--- src/rtl/cpu_pkg.sv ---
// Shared CPU constants and mux select encodings.
// The decoder and the call stack both import these so they agree on widths and select codes.
package cpu_pkg;

    localparam int DATA_W      = 16;
    localparam int STACK_DEPTH = 16;

    typedef enum logic [1:0] {
        MUX1_ALU   = 2'b00,
        MUX1_MEM   = 2'b01,
        MUX1_IMM   = 2'b10,
        MUX1_STACK = 2'b11
    } mux1_sel_e;

    typedef enum logic [1:0] {
        PCMUX_INC    = 2'b00,
        PCMUX_BRANCH = 2'b01,
        PCMUX_STACK  = 2'b10,
        PCMUX_HOLD   = 2'b11
    } pcmux_sel_e;

endpackage

--- src/rtl/call_stack.sv ---
// Hardware LIFO for the decoder's stk instructions.
// It provides a zero-latency top-of-stack output and sticky overflow/underflow flags.
module call_stack #(
    parameter int DATA_W = cpu_pkg::DATA_W,
    parameter int DEPTH  = cpu_pkg::STACK_DEPTH,
    parameter int CNT_W  = $clog2(DEPTH + 1)
) (
    input  logic              clk,
    input  logic              reset,
    input  logic              push_en,
    input  logic              pop_en,
    input  logic [DATA_W-1:0] push_data,
    input  logic              clr_err,
    output logic [DATA_W-1:0] pop_data,
    output logic              stack_full,
    output logic              stack_empty,
    output logic [CNT_W-1:0]  count,
    output logic              overflow,
    output logic              underflow
);

    localparam int SP_W = $clog2(DEPTH);

    logic [DATA_W-1:0] mem [DEPTH];
    logic [SP_W-1:0]   sp;
    logic [SP_W-1:0]   top_idx;
    logic              wr_en;
    logic [SP_W-1:0]   wr_idx;
    logic              do_push;
    logic              do_pop;

    // sp is count modulo DEPTH, so when full, sp-1 wraps onto the last entry
    assign top_idx     = sp - SP_W'(1);
    assign stack_full  = (count == CNT_W'(DEPTH));
    assign stack_empty = (count == '0);
    assign pop_data    = stack_empty ? '0 : mem[top_idx];

    always_comb begin
        do_push = 1'b0;
        do_pop  = 1'b0;
        wr_en   = 1'b0;
        wr_idx  = sp;
        if (push_en && pop_en) begin
            wr_en = 1'b1;
            if (stack_empty) begin
                do_push = 1'b1;
            end else begin
                wr_idx = top_idx;
            end
        end else if (push_en) begin
            do_push = !stack_full;
            wr_en   = !stack_full;
        end else if (pop_en) begin
            do_pop = !stack_empty;
        end
    end

    // Storage is not reset, but writes are still suppressed while reset is high
    always_ff @(posedge clk) begin
        if (wr_en && !reset) begin
            mem[wr_idx] <= push_data;
        end
    end

    always_ff @(posedge clk or posedge reset) begin
        if (reset) begin
            sp        <= '0;
            count     <= '0;
            overflow  <= 1'b0;
            underflow <= 1'b0;
        end else begin
            if (do_push) begin
                sp    <= sp + SP_W'(1);
                count <= count + CNT_W'(1);
            end else if (do_pop) begin
                sp    <= top_idx;
                count <= count - CNT_W'(1);
            end

            if (push_en && !pop_en && stack_full) begin
                overflow <= 1'b1;
            end else if (clr_err) begin
                overflow <= 1'b0;
            end

            if (pop_en && stack_empty) begin
                underflow <= 1'b1;
            end else if (clr_err) begin
                underflow <= 1'b0;
            end
        end
    end

endmodule

--- config.mk ---
export PLATFORM = sky130hd
export DESIGN_NAME = call_stack
export DESIGN_NICKNAME = d
export VERILOG_FILES = /design/src/rtl/cpu_pkg.sv /design/src/rtl/call_stack.sv
export SDC_FILE = /design/constraint.sdc
export NUM_CORES = 1
export LEC_CHECK = 0
export CAP_MARGIN = 20
export CORE_UTILIZATION = 60
export DETAILED_ROUTE_END_ITERATION = 12
export MAX_ROUTING_LAYER = met4
export PLACE_DENSITY_LB_ADDON = 0.25
export SLEW_MARGIN = 40
export SYNTH_ARGS = -nofsm -noshare
export SYNTH_HDL_FRONTEND = slang
export SYNTH_SLANG_ARGS = --single-unit
--- constraint.sdc ---
create_clock -name clk -period 10.7 [get_ports clk]
set_input_delay 3.21 -clock clk [delete_from_list [all_inputs] [get_ports clk]]
set_output_delay 3.21 -clock clk [all_outputs]
set_load 0.01 [all_outputs]
## After elaboration in Yosys (flattened, before gate mapping)

Memories as Yosys holds them, arrays and structs flattened.
Cells that the tools add are included.
Widths: inputs -> output; s select.

- Memories: 1
- Flip-flop bits (word level): 11
- Bits in read-only memories: 0
- RAM bits: 256
- Latch bits: 0
- Output and inout port bits: 25

Memory list:

| name | words | width | rd ports | clocked after Yosys merged registers in | wr ports | RTL line | source |
|---|---|---|---|---|---|---|---|
| mem | 16 | 16 | 1 | 0 | 1 | call_stack.sv:24 | `logic [DATA_W-1:0] mem [DEPTH];` |

- Div/mod/pow operators: 0
- $mul: 0
- Reductions and logical operators: 13
- Add/subtract/negate cells: 4
- Equal/unequal tests: 1
- Bitwise gates (word level): 0
- Order comparisons: 0
- Muxes and demuxes: 19
- Shifts and indexed selects: 0

Operator list:

| cell | number |
|---|---|
| $mux 16 | 1 |
| $mux 4 | 4 |
| $mux 1 | 12 |
| $mux 5 | 2 |
| $reduce_bool 2->1 | 3 |
| $add 5x1->5 const B | 1 |
| $eq 5x5->1 const B | 1 |
| $logic_and 1x1->1 | 5 |
| $logic_not 5->1 | 1 |
| $sub 5x1->5 const B | 1 |
| $add 4x1->4 const B | 1 |
| $logic_not 1->1 | 4 |
| $sub 4x1->4 const B | 1 |

## Logic depth before layout (Yosys ltp)

- Word-level depth: 7
- Mapped depth: 11
- Gate-level depth less buffers: 7

## Worst setup path before layout

OpenSTA, ideal clock, no wires.

- Path type: flip-flop to output port
- Start: reg sp[0]
- End: out pop_data[10]
- Cell stages (with the launch flop): 12
- Arrival: 2586 ps
- Required time: 7490 ps
- Buffers on the path: 5
- Slack: 4904 ps
- Cell sequence: dfrtp_1 -> clkbuf_1 -> buf_2 -> inv_1 -> ha_1 -> buf_2 -> xor2_1 -> buf_2 -> clkbuf_1 -> nand2_1 -> nand3_1 -> a41o_1

- Word-level cells in the longest chain between the ends: 3

RTL lines:

| what | RTL line | source |
|---|---|---|
| from (decl) | call_stack.sv:25 | `logic [SP_W-1:0] sp;` |
| from (signal assigned) | call_stack.sv:73 | `sp <= sp + SP_W'(1);` |
| from (signal assigned) | call_stack.sv:76 | `sp <= top_idx;` |
| $sub 4x1->4 | call_stack.sv:33 | `assign top_idx = sp - SP_W'(1);` |
| $mem_v2 16x16 | - |  |
| $mux 16 | call_stack.sv:36 | `assign pop_data = stack_empty ? '0 : mem[top_idx];` |
| to (decl) | call_stack.sv:14 | `output logic [DATA_W-1:0] pop_data,` |

No other way between the ends.

## Worst setup path after layout

- Start: reg sp[0]
- End: out pop_data[3]

The elaborated chain is that of the path after synthesis.

==> metrics <==
status complete, no violations; First-pass DRT Iterations 7; via count 6,035; synthesized flop and latch total 267; max-slew violations 0; Post-Syn Area 10,700 um2; FP Rows 48; f_max 131 MHz; clk_skew 0.0154 ns; clock slew seen by the registers of the worst setup and hold paths 0.06 ns; Seq pwr share 33.8%; post-route insts no fill 944; Final ANT Viol Nets 0; Clock H-tree levels 1; crit path DAT 4.40 ns; Peak supply drop 0.000266 V; post-CTS setup-driven buffer insertion count 0; Net Sw Power 1.36 mW; number of synthesized flops with an enable pin 256; initial antenna violation count 0; switch share 35.8%; fin crit share 71.1%; Detailed Place HPWL 13,700 um; clock power share 21.9%; Remaining Overflow, GRT 0; RSZ-0062 raised after global routing false; CTS tree yes; total negative slack 0 ns; detailed-route DRC error count 0; critical path class reg2out; FFs w/ async S/R, synth 4.12%; Die W 136 um; Port Buffer Count 45; Avg Inst Size Synth 16.7 um2; gpl congestion 0.808; syn nets 668; overall routing resource usage 27.2%; CTS Hold Bufs 0; Pleak 4.22 nW; vias in the first global route 6,165; layout cells sized above 1 16.6%; Cell Int Power 2.44 mW; ys flop type edfxtp_1; fin crit period 7.61 ns; Via density 6.39; Yosys warning total 0; Core ar. 17,400 um2; fin nets 729; PwrDens 306 nW/um2; Hold Path Class reg2reg; initial detailed-routing violation count 643; Worst-Margin Slew 0.803 ns; Setup crit start kind flip-flop; top cells by area, synth edfxtp_1, mux4_2, nand2_1; Initial Util 61.7%; Max Cap Viol 0; clock root buffer clkbuf_16; cts bufs inserted 26; Clk Latency, worst-skew pair 0.52 ns; # clock sinks 267; # setup viols final 0; largest net degree at the start of global routing 54; distinct cell type count after synthesis 43; Ant. Diodes 0; combinational share of power 44.4%; die height 136 um; total power 3.80 mW; critical path data required time 7.49 ns; Worst Path Max Fanout 43; area of the die 18,400 um2; final core occ 71.3%; synthesis-to-finish area growth 15.6%; share of the synthesized area in the top cell type 71.5%; area leader, netlist edfxtp_1; post-cts sizing count 0; Ports 46; Slew HR 46.5%; clk buf depth 3; drt total wl 22,900 um; Mapped Cells 644; first-pass GRT wire length 35,500 um; Hold Vio Cnt, Final 0; crit end category primary output; placed insts 901; sequential area share after synthesis 74.1%; DR WL/cell 24.3 um
-- metal layers --
layer	routed length (um)	up-vias	track usage, %
li1	-	2634	-
met1	9040	3058	38.1
met2	11400	306	42.1
met3	2090	37	4.66
met4	410	0	6.87
met5	0	-	-
-- Yosys cell counts, types with 2 or more instances --
master and number:
nand2_1 102, buf_2 10, a22oi_1 15, nand2b_1 3, and2_1 3, a2bb2oi_1 2
o311a_4 2, nor3_1 18, o211ai_1 3, inv_1 8, buf_6 2, dfrtp_1 11
nor2_1 9, nor4_1 2, xnor2_1 6, edfxtp_1 256, clkbuf_1 24, a21oi_1 17
or3_1 2, xor2_1 6, nand3_1 34, ha_1 3, mux4_2 32, a41o_1 16
a22o_1 2, mux2i_1 37, nor2b_1 3
-- worst paths after layout --
kind                                      start                    to  slack, ns  depth (start not counted)
setup / recovery              sp[0]$_DFFE_PP0P_           pop_data[3]       3.09                          9
hold reg to reg            overflow$_DFFE_PP0P_  overflow$_DFFE_PP0P_       0.51                          1
min in group asynchronous                 reset     sp[1]$_DFFE_PP0P_       3.04                          2
setup reg to reg              sp[0]$_DFFE_PP0P_   mem[4][9]$_DFFE_PP_       6.85                          7
hold / removal             overflow$_DFFE_PP0P_  overflow$_DFFE_PP0P_       0.51                          1
max in group asynchronous                 reset     sp[0]$_DFFE_PP0P_       7.32                          2
-- cell families after synthesis --
kind of cell / after synthesis / synth area share [%]
and+or+nand+nor: 180 / 7.42
buffers and inverters: 45 / 1.83
DFF: 267 / 74.1
adders and majority gates: 3 / 0.349
AOI/OAI and AO/OA: 66 / 4.93
xor gates and xnor gates: 12 / 0.978
muxes: 71 / 10.4
-- worst max-delay path: stages (launching register included) --
cell and delay [ns]:
dfrtp_2 0.34, buf_4 0.58, inv_1 0.22, ha_1 0.88, buf_4 0.43, mux4_2 0.27, nand2_1 0.06, a21oi_1 0.36
a41o_1 0.17, clkdlybuf4s50_1 0.53
-- flip-flops by register name, indices dropped and copies added (netlist names) --
name and count:
mem 256, sp 4, count 5, underflow 1, overflow 1
-- layout make-up --
| class | count | area, um2 |
|---|---|---|
| Multi-Input combinational cell | 332 | 2730 |
| Sequential cell | 267 | 7960 |
| Tap cell | 225 | 282 |
| Fill cell | 1085 | 4990 |
| Clock inverter | 9 | 67.6 |
| Inverter | 8 | 30.0 |
| Timing Repair Buffer | 70 | 658 |
| Clock buffer | 33 | 698 |
-- stage by stage --
stage | worst slack [ns] | hold slack [ns] | instance area [um2]
final | 3.09 | 0.509 | 12400
after global routing | 2.77 | 0.534 | 12400
after CTS | 3.00 | 0.513 | 12400
after detailed placement | 3.56 | 0.497 | 11600
after global placement | 3.64 | 0.492 | 11600
after floorplan | 4.90 | 0.546 | 10700
-- cell usage in the layout (no fill, tap or decap), types with 4 or more instances in the layout --
cell type / synthesis / final
mux4_2: 32 / 32
clkbuf_16: 0 / 27
clkbuf_1: 24 / 6
mux2i_1: 37 / 36
a21oi_1: 17 / 17
edfxtp_1: 256 / 256
dfrtp_1: 11 / 10
a41o_1: 16 / 16
xnor2_1: 6 / 4
inv_1: 8 / 8
buf_4: 0 / 23
nand3_1: 34 / 34
nand2_1: 102 / 102
xor2_1: 6 / 4
clkinv_1: 0 / 5
nor3_2: 0 / 17
a22oi_1: 15 / 15
clkdlybuf4s50_1: 0 / 45
nor2_1: 9 / 9
-- power groups by stage --
stage | logic (mW) | clock network, mW | registers (mW)
floorplan | 1.06 | 0 | 1.28
global placement | 1.62 | 0 | 1.30
detailed placement | 1.67 | 0 | 1.30
CTS | 1.68 | 0.842 | 1.28
global route | 1.81 | 0.878 | 1.29
finish | 1.69 | 0.832 | 1.28
(Power assumes the default switching activity.)
